File: config.mk
export PLATFORM = sky130hd
export DESIGN_NAME = mem_stage_access
export DESIGN_NICKNAME = d
export VERILOG_FILES = /design/src/rtl/proc_pkg.sv /design/src/rtl/mem_handshake_fsm.sv /design/src/rtl/mem_stage_access.sv
export SDC_FILE = /design/constraint.sdc
export NUM_CORES = 1
export LEC_CHECK = 0
export ABC_AREA = 1
export CAP_MARGIN = 20
export CORE_MARGIN = 1.5
export CORE_UTILIZATION = 47
export DETAILED_ROUTE_END_ITERATION = 10
export GPL_TIMING_DRIVEN = 0
export PLACE_DENSITY = 0.84
export SLEW_MARGIN = 10
export SYNTH_ARGS = -nofsm -noshare
export SYNTH_HDL_FRONTEND = slang
export SYNTH_SLANG_ARGS = --single-unit
File: constraint.sdc
create_clock -name clock -period 1.91 [get_ports clock]
set_clock_uncertainty 0.15 [all_clocks]
set_input_delay 0.382 -clock clock [delete_from_list [all_inputs] [get_ports clock]]
set_output_delay 0.382 -clock clock [all_outputs]
set_load 0.02 [all_outputs]
File: src/rtl/proc_pkg.sv
// Shared definitions for the 20-bit pipelined processor.
// Holds opcode constants, datapath widths and the opcode-field helper.
package proc_pkg;

   localparam int unsigned DATA_W  = 20;
   localparam int unsigned REG_W   = 4;
   localparam int unsigned OPC_W   = 4;
   localparam int unsigned OPC_MSB = 19;
   localparam int unsigned OPC_LSB = 16;

   localparam logic [OPC_W-1:0] OP_LD  = 4'h8;
   localparam logic [OPC_W-1:0] OP_ST  = 4'h9;
   localparam logic [OPC_W-1:0] OP_BEQ = 4'hA;
   localparam logic [OPC_W-1:0] OP_JMP = 4'hB;

   typedef enum logic {
      ST_IDLE   = 1'b0,
      ST_ACCESS = 1'b1
   } mem_state_e;

   // Operands captured when a load/store is accepted.
   typedef struct packed {
      logic              is_ld;
      logic [DATA_W-1:0] result;
      logic [REG_W-1:0]  dest;
      logic [DATA_W-1:0] instr;
   } mem_op_t;

   function automatic logic [OPC_W-1:0] opcode_of(input logic [DATA_W-1:0] instr);
      return instr[OPC_MSB:OPC_LSB];
   endfunction

endpackage

File: src/rtl/mem_handshake_fsm.sv
// IDLE/ACCESS sequencer for the data-memory req/ack handshake.
// Owns the timeout counter and the registered request line.
module mem_handshake_fsm
   import proc_pkg::*;
#(
   parameter int unsigned TIMEOUT = 255
) (
   input  logic clock,
   input  logic reset,
   input  logic start_i,
   input  logic ack_i,
   output logic access_o,
   output logic req_o,
   output logic done_o,
   output logic timeout_hit_o
);

   localparam int unsigned CNT_W = (TIMEOUT > 1) ? $clog2(TIMEOUT) : 1;

   mem_state_e       state_q;
   logic [CNT_W-1:0] cnt_q;
   logic             req_q;

   assign access_o      = (state_q == ST_ACCESS);
   assign req_o         = req_q;
   assign done_o        = access_o & ack_i;
   // Counter reads TIMEOUT-1 in the TIMEOUT-th request cycle.
   assign timeout_hit_o = access_o & ~ack_i & (cnt_q == CNT_W'(TIMEOUT - 1));

   always_ff @(posedge clock) begin
      if (reset) begin
         state_q <= ST_IDLE;
         cnt_q   <= '0;
         req_q   <= 1'b0;
      end else begin
         case (state_q)
            ST_IDLE: begin
               if (start_i) begin
                  state_q <= ST_ACCESS;
                  cnt_q   <= '0;
                  req_q   <= 1'b1;
               end
            end
            ST_ACCESS: begin
               if (ack_i || timeout_hit_o) begin
                  state_q <= ST_IDLE;
                  cnt_q   <= '0;
                  req_q   <= 1'b0;
               end else begin
                  cnt_q <= cnt_q + CNT_W'(1);
               end
            end
            default: begin
               state_q <= ST_IDLE;
               cnt_q   <= '0;
               req_q   <= 1'b0;
            end
         endcase
      end
   end

endmodule

File: src/rtl/mem_stage_access.sv
// MEM stage: issues loads/stores over req/ack, stalls upstream while busy,
// and registers the MEM/WB outputs toward write-back.
module mem_stage_access
   import proc_pkg::*;
#(
   parameter int unsigned ADDR_W  = 10,
   parameter int unsigned TIMEOUT = 255
) (
   input  logic              clock,
   input  logic              reset,
   input  logic              in_valid,
   input  logic [DATA_W-1:0] instruction,
   input  logic [DATA_W-1:0] aluRESULT,
   input  logic [DATA_W-1:0] storeData,
   input  logic [REG_W-1:0]  opDestino,
   output logic              mem_req,
   output logic              mem_we,
   output logic [ADDR_W-1:0] mem_addr,
   output logic [DATA_W-1:0] mem_wdata,
   input  logic              mem_ack,
   input  logic [DATA_W-1:0] mem_rdata,
   output logic              stall,
   output logic              wb_valid,
   output logic              wb_we,
   output logic [REG_W-1:0]  wb_reg,
   output logic [DATA_W-1:0] wb_data,
   output logic [DATA_W-1:0] wb_instruction,
   output logic              err
);

   logic [OPC_W-1:0] opc;
   logic             is_ld, is_st, is_mem, is_alu;
   logic             access, accept, done, timeout_hit;
   mem_op_t          op_q;

   assign opc    = opcode_of(instruction);
   assign is_ld  = (opc == OP_LD);
   assign is_st  = (opc == OP_ST);
   assign is_mem = is_ld | is_st;
   assign is_alu = ~(is_mem | (opc == OP_BEQ) | (opc == OP_JMP));
   assign accept = ~access & in_valid & is_mem;

   assign stall = accept | (access & ~mem_ack & ~timeout_hit);

   mem_handshake_fsm #(.TIMEOUT(TIMEOUT)) u_fsm (
      .clock         (clock),
      .reset         (reset),
      .start_i       (accept),
      .ack_i         (mem_ack),
      .access_o      (access),
      .req_o         (mem_req),
      .done_o        (done),
      .timeout_hit_o (timeout_hit)
   );

   // Memory-side operand latches, held stable for the whole access.
   always_ff @(posedge clock) begin
      if (reset) begin
         op_q      <= '0;
         mem_we    <= 1'b0;
         mem_addr  <= '0;
         mem_wdata <= '0;
      end else if (accept) begin
         op_q.is_ld  <= is_ld;
         op_q.result <= aluRESULT;
         op_q.dest   <= opDestino;
         op_q.instr  <= instruction;
         mem_we      <= is_st;
         mem_addr    <= aluRESULT[ADDR_W-1:0];
         mem_wdata   <= storeData;
      end
   end

   // MEM/WB register: one retirement pulse per instruction.
   always_ff @(posedge clock) begin
      if (reset) begin
         wb_valid       <= 1'b0;
         wb_we          <= 1'b0;
         wb_reg         <= '0;
         wb_data        <= '0;
         wb_instruction <= '0;
         err            <= 1'b0;
      end else begin
         wb_valid <= 1'b0;
         wb_we    <= 1'b0;
         if (~access && in_valid && ~is_mem) begin
            wb_valid       <= 1'b1;
            wb_we          <= is_alu;
            wb_reg         <= opDestino;
            wb_data        <= aluRESULT;
            wb_instruction <= instruction;
         end else if (done) begin
            wb_valid       <= 1'b1;
            wb_we          <= op_q.is_ld;
            wb_reg         <= op_q.dest;
            wb_data        <= op_q.is_ld ? mem_rdata : op_q.result;
            wb_instruction <= op_q.instr;
         end else if (timeout_hit) begin
            wb_valid       <= 1'b1;
            wb_reg         <= op_q.dest;
            wb_instruction <= op_q.instr;
            err            <= 1'b1;
         end
      end
   end

endmodule
; ---- After elaboration in Yosys (flattened, before gate mapping)
; Cells that the tools add are included.
[word_totals]
ff_bits = 133
[classes]
n_addsub = 1
eq_ne = 7
n_mux = 23
n_bitwise = 17
reduce_logical = 7
[op_table]
columns = cell, count
row1 = two-way mux 20 bit, 6
row2 = "equality test 4 bit, second input constant", 4
row3 = two-way mux 8 bit, 2
row4 = case mux 8 bit (2 select lines), 1
row5 = two-way mux 4 bit, 3
row6 = two-way mux 1 bit, 9
row7 = "adder 8 x 1 -> 8 bit, second input constant", 1
row8 = "equality test 8 bit, second input constant", 1
row9 = inverter 1 bit, 7
row10 = bitwise AND 1 bit, 6
row11 = "!= test 2 bit, second input constant", 2
row12 = bitwise OR 1 bit, 4
row13 = case mux 1 bit (2 select lines), 2
row14 = AND reduction 3 bit, 1
row15 = nonzero test 3 bit, 1
row16 = logical AND 1 bit, 2
row17 = AND reduction 2 bit, 1
row18 = nonzero test 2 bit, 1
row19 = logical OR 1 bit, 1

; ---- Depth between registers and ports, before layout
[depth]
word_depth = 6
depth_mapped = 11
mapped_depth_nobuf = 10

; ---- By module
; Synthesis repeated with hierarchy kept, for this count alone.
[unflattened]
cells_unflattened = 858
area_unflattened_um2 = 5811.8
[modules_own_cells]
columns = module, n_inst, cells_per_inst, area_per_inst_um2
row1 = mem_stage_access, 1, 763, 5201.2
row2 = mem_handshake_fsm, 1, 95, 610.6

; ---- Worst setup path before layout
; No wires, ideal clock.
[synth_path]
path_kind = in2out
start = in in_valid
end = out stall
arrival_ps = 1290
required_time_ps = 1378
slack_ps = 88
path_stages = 7
path_buffers = 3
path_cell_list = inv_1 > nor2_2 > buf_4 > nand3_2 > buf_4 > clkbuf_1 > nand2_1
[synth_via]
elab_chain_len = 3
[synth_rtl]
columns = element, line
row1 = start: declaration, mem_stage_access.sv:11  ; input logic in_valid,
row2 = bitwise AND 1 bit (2 in a row), mem_stage_access.sv:41  ; assign accept = ~access & in_valid & is_mem;
row3 = bitwise OR 1 bit, mem_stage_access.sv:43  ; assign stall = accept | (access & ~mem_ack & ~timeout_hit);
row4 = end: declaration, mem_stage_access.sv:22  ; output logic stall,
; Every way passes these cells.

; ---- Worst setup path after layout
[layout_path]
start = reg u_fsm.cnt_q[0]
end = out stall
[layout_via]
elab_chain_len = 5
[layout_rtl]
columns = element, line
row1 = start: declaration, mem_handshake_fsm.sv:21  ; logic [CNT_W-1:0] cnt_q;
row2 = start signal: assignment, mem_handshake_fsm.sv:50  ; cnt_q <= cnt_q + CNT_W'(1);
row3 = equality test 8 bit, mem_handshake_fsm.sv:28  ; assign timeout_hit_o = access_o & ~ack_i & (cnt_q == CNT_W'(TIMEOUT - 1));
row4 = bitwise AND 1 bit, mem_handshake_fsm.sv:28
row5 = inverter 1 bit, mem_stage_access.sv:43
row6 = bitwise AND 1 bit, mem_stage_access.sv:43
row7 = bitwise OR 1 bit, mem_stage_access.sv:43
; Every way passes these cells.

==> metrics.md <==
| Metric | Value |
|---|---|
| RSZ-0062 raised after global routing | true |
| Failing checks | negative setup slack |
| Ys flop type | dfxtp_1 |
| IO Port Bufs | 167 |
| Reg-to-reg endpoint | u_fsm.cnt_q[4] |
| Die width | 110 um |
| Core Area | 11000 sq um |
| R2R cell count | 12 |
| Clock Sinks | 123 |
| CTS tree | built |
| Vias | 5688 |
| Vias per cell | 4.96 |
| Hold Path End | op_q[36] |
| Worst hold start | op_q[36] |
| Setup_tns | -0.124 ns |
| Fraction of layout cells with a size suffix above 1 | 0.105 |
| Fin. Hold Viols | 0 |
| Fin cells | 1147 |
| Max Freq | about 0.5 GHz |
| Fin nets | 1084 |
| Most Frequent Cell on Critical Path | nand2_1 |
| Warnings from Yosys | 0 |
| Post-synth net total | approximately 900 |
| CP max FO | 2 |
| Leakage | between 4 and 5 nW |
| Die area | 12000 sq um |
| Top reg by flops | op_q |
| Initial Util | 0.488 |
| Global-route wire length before repair | 24800 um |
| CP delay by family, top | simple AND/OR/NAND/NOR gates |
| CTS Buffer Depth | 2 |
| # rows | 38 |
| Routability congestion estimate | around 0.8 |
| H-tree level count | 4 |
| Pwr Density | just under 900 nW/um^2 |
| FF-to-FF setup slack | around 0.090 ns |
| Min Clock Period, post-route | 2.03 ns |
| Dpl ws | -1.17 ns |
| Vias in the first global route | around 5300 |
| Largest net degree at the start of global routing | 17 |
| Met2 Track Usage GR | 0.449 |
| GRT met1 Usage | 0.329 |
| Slew @ Worst Pin | 0.544 ns |
| Die height | 110 um |
| Syn avg cell area | around 6.8 sq um |
| Bufs and invs on worst path | 2 |
| Post-synth EDFFs | 0 |
| Diode count | 0 |
| Post-route setup slack | -0.124 ns |
| WL/cell | about 14 um |
| Yosys top cell area share | 0.460 |
| Top post-synthesis cells by area | dfxtp_1 (46%), nand2_1 (14%), nor2_1 (9.7%) |
| Hold Crit Depth | 2 |
| Placed Cells | 1097 |
| Maximum vdd drop | 0.000552 V |
| Post-synth top cells | nand2_1 (198), nor2_1 (139), dfxtp_1 (123) |
| R2r startpoint | u_fsm.access_o |
| Seq/Total Area, Yosys | 0.460 |
| DRT iter0 DRCs | 315 |
| Cell count after synthesis | 790 |
| Share of the clock period used by the worst path | 1.06 |
| Crit path cell chain | inv_2 -> ha_4 -> nand2_1 -> nor2_1 -> nand2_1 -> nand2_2 -> nand2_4 -> buf_6 |
| Final setup violation count | 1 |
| Critical path data required time | 1.38 ns |
| Library cells used by synthesis | 26 |
| Global route overflow | 0 |
| Min Hold Slack | 0.305 ns |
| Type of the worst setup path | flop to output port |
| Synth async-reset ratio | 0 |
| Worst path arrival time | 1.50 ns |
| # DRC | 0 |
| CP max stage delay | 0.32 ns |
| Slowest CP cell | dfxtp_2 |
| GRT busiest layer | met2 |
| Mapped cell area | about 5400 sq um |
| Final Slew Violations | 0 |
| TritonRoute pass-1 iters | 6 |
| Critical Path Start | u_fsm.cnt_q[0] |
| Seq cells post-synth | 123 |
| CTS root buf | clkbuf_16 |
| Slew margin rel. | 0.637 |
| Hpwl dp | around 11000 um |
| ANT nets after route | 0 |
| Worst hold path type | flop to flop |
| Crit end category | output port |
| Boundary pin count | about 170 |
| DRT Wirelength | 15800 um |
| Gr usage total | 0.266 |
| Synth-to-layout area growth | 52.3% |
| Most common cell in the synthesized netlist | nand2_1 |
| Run status | complete, but fails checks |
| Worst-path clk slew | 0.06 ns |
| MaxCap Viol Count | 0 |
| Met3 usage | 0.0682 |
| Max reg flops | 36 |
| Clk_lat worst skew | 0.41 ns |
| Initial antenna violation count | 0 |
| Post-synth top area cell | dfxtp_1 |
| Inserted Clock Buffers | 17 |
| Setup crit start kind | flop |
## worst max-delay path by stage
stage | to | slack [ns] | cells past startpoint
after floorplan | stall | 0.09 | 7
after global placement | stall | -1.17 | 9
after detailed placement | stall | -1.17 | 9
after CTS | stall | -0.09 | 8
after global routing | stall | -0.15 | 8
final | stall | -0.12 | 8
## cell usage in the layout, fill, tap and decap left out, drive strengths merged
cell type,synthesis,layout
dlygate4sd2,0,18
o22ai,1,1
nand3,25,25
nand4,3,3
clkinvlp,0,1
a21oi,54,54
buf,30,45
a31oi,1,1
inv,66,67
ha,2,2
dlymetal6s2s,0,47
o21ai,107,107
nor2,142,142
bufinv,0,4
dfxtp,123,123
clkdlybuf4s50,0,101
o21a,1,1
clkinv,1,6
nand2,201,201
clkbuf,30,55
nand3b,1,1
nor3,2,2
## final cells by class
type / count / area [sq um]
multi-input cells: 540 / 2380
flip-flops and latches: 123 / 2470
plain buffers: 60 / 359
repair buffers: 185 / 1900
fillers: 837 / 2820
clock buffers: 21 / 450
well taps: 140 / 175
inverters: 67 / 251
clock inverters: 11 / 169
## repair_timing
| item | 4_1_cts | 5_1_grt |
|---|---|---|
| gates cloned | 0 | 1 |
| endpoints found under the setup margin | 58 | 87 |
| resized for setup | 48 | 65 |
| hold buffers | 0 | 0 |
| hold endpoints to repair | 0 | 0 |
| pin swaps | 6 | 3 |
| setup buffers | 14 | 3 |
## routing by layer
metal,share of wire,vias to the layer above
met5,0,-
met1,0.43,2540
met2,0.47,242
li1,-,2885
met4,0.015,0
met3,0.083,21
## cell families after synthesis
group,Yosys count,share of synthesized area
adders and majority gates,2,0.00467
and+or+nand+nor,374,0.277
AOI/OAI and AO/OA,164,0.154
buffers and inverters,127,0.104
DFF,123,0.460
## worst min-delay path: stages, from the launching register on
cell	delay, ns
dfxtp_1	0.29
inv_1	0.06
a21oi_1	0.06
## stage by stage
| stage | total power [mW] | util | instance area (sq um) |
|---|---|---|---|
| finish | 7.21 | 0.743 | 8160 |
| global route | 7.47 | 0.743 | 8160 |
| CTS | 7.22 | 0.727 | 7980 |
| detailed placement | 3.85 | 0.656 | 7200 |
| global placement | 3.84 | 0.656 | 7200 |
| floorplan | 3.34 | - | 5360 |
## power by group
group	leakage (nW)	internal, mW	switching [mW]
sequential	1.01	2.70	0.0654
combinational	2.91	0.501	0.561
clock	0.301	2.22	1.17
(Power assumes the default switching activity.)
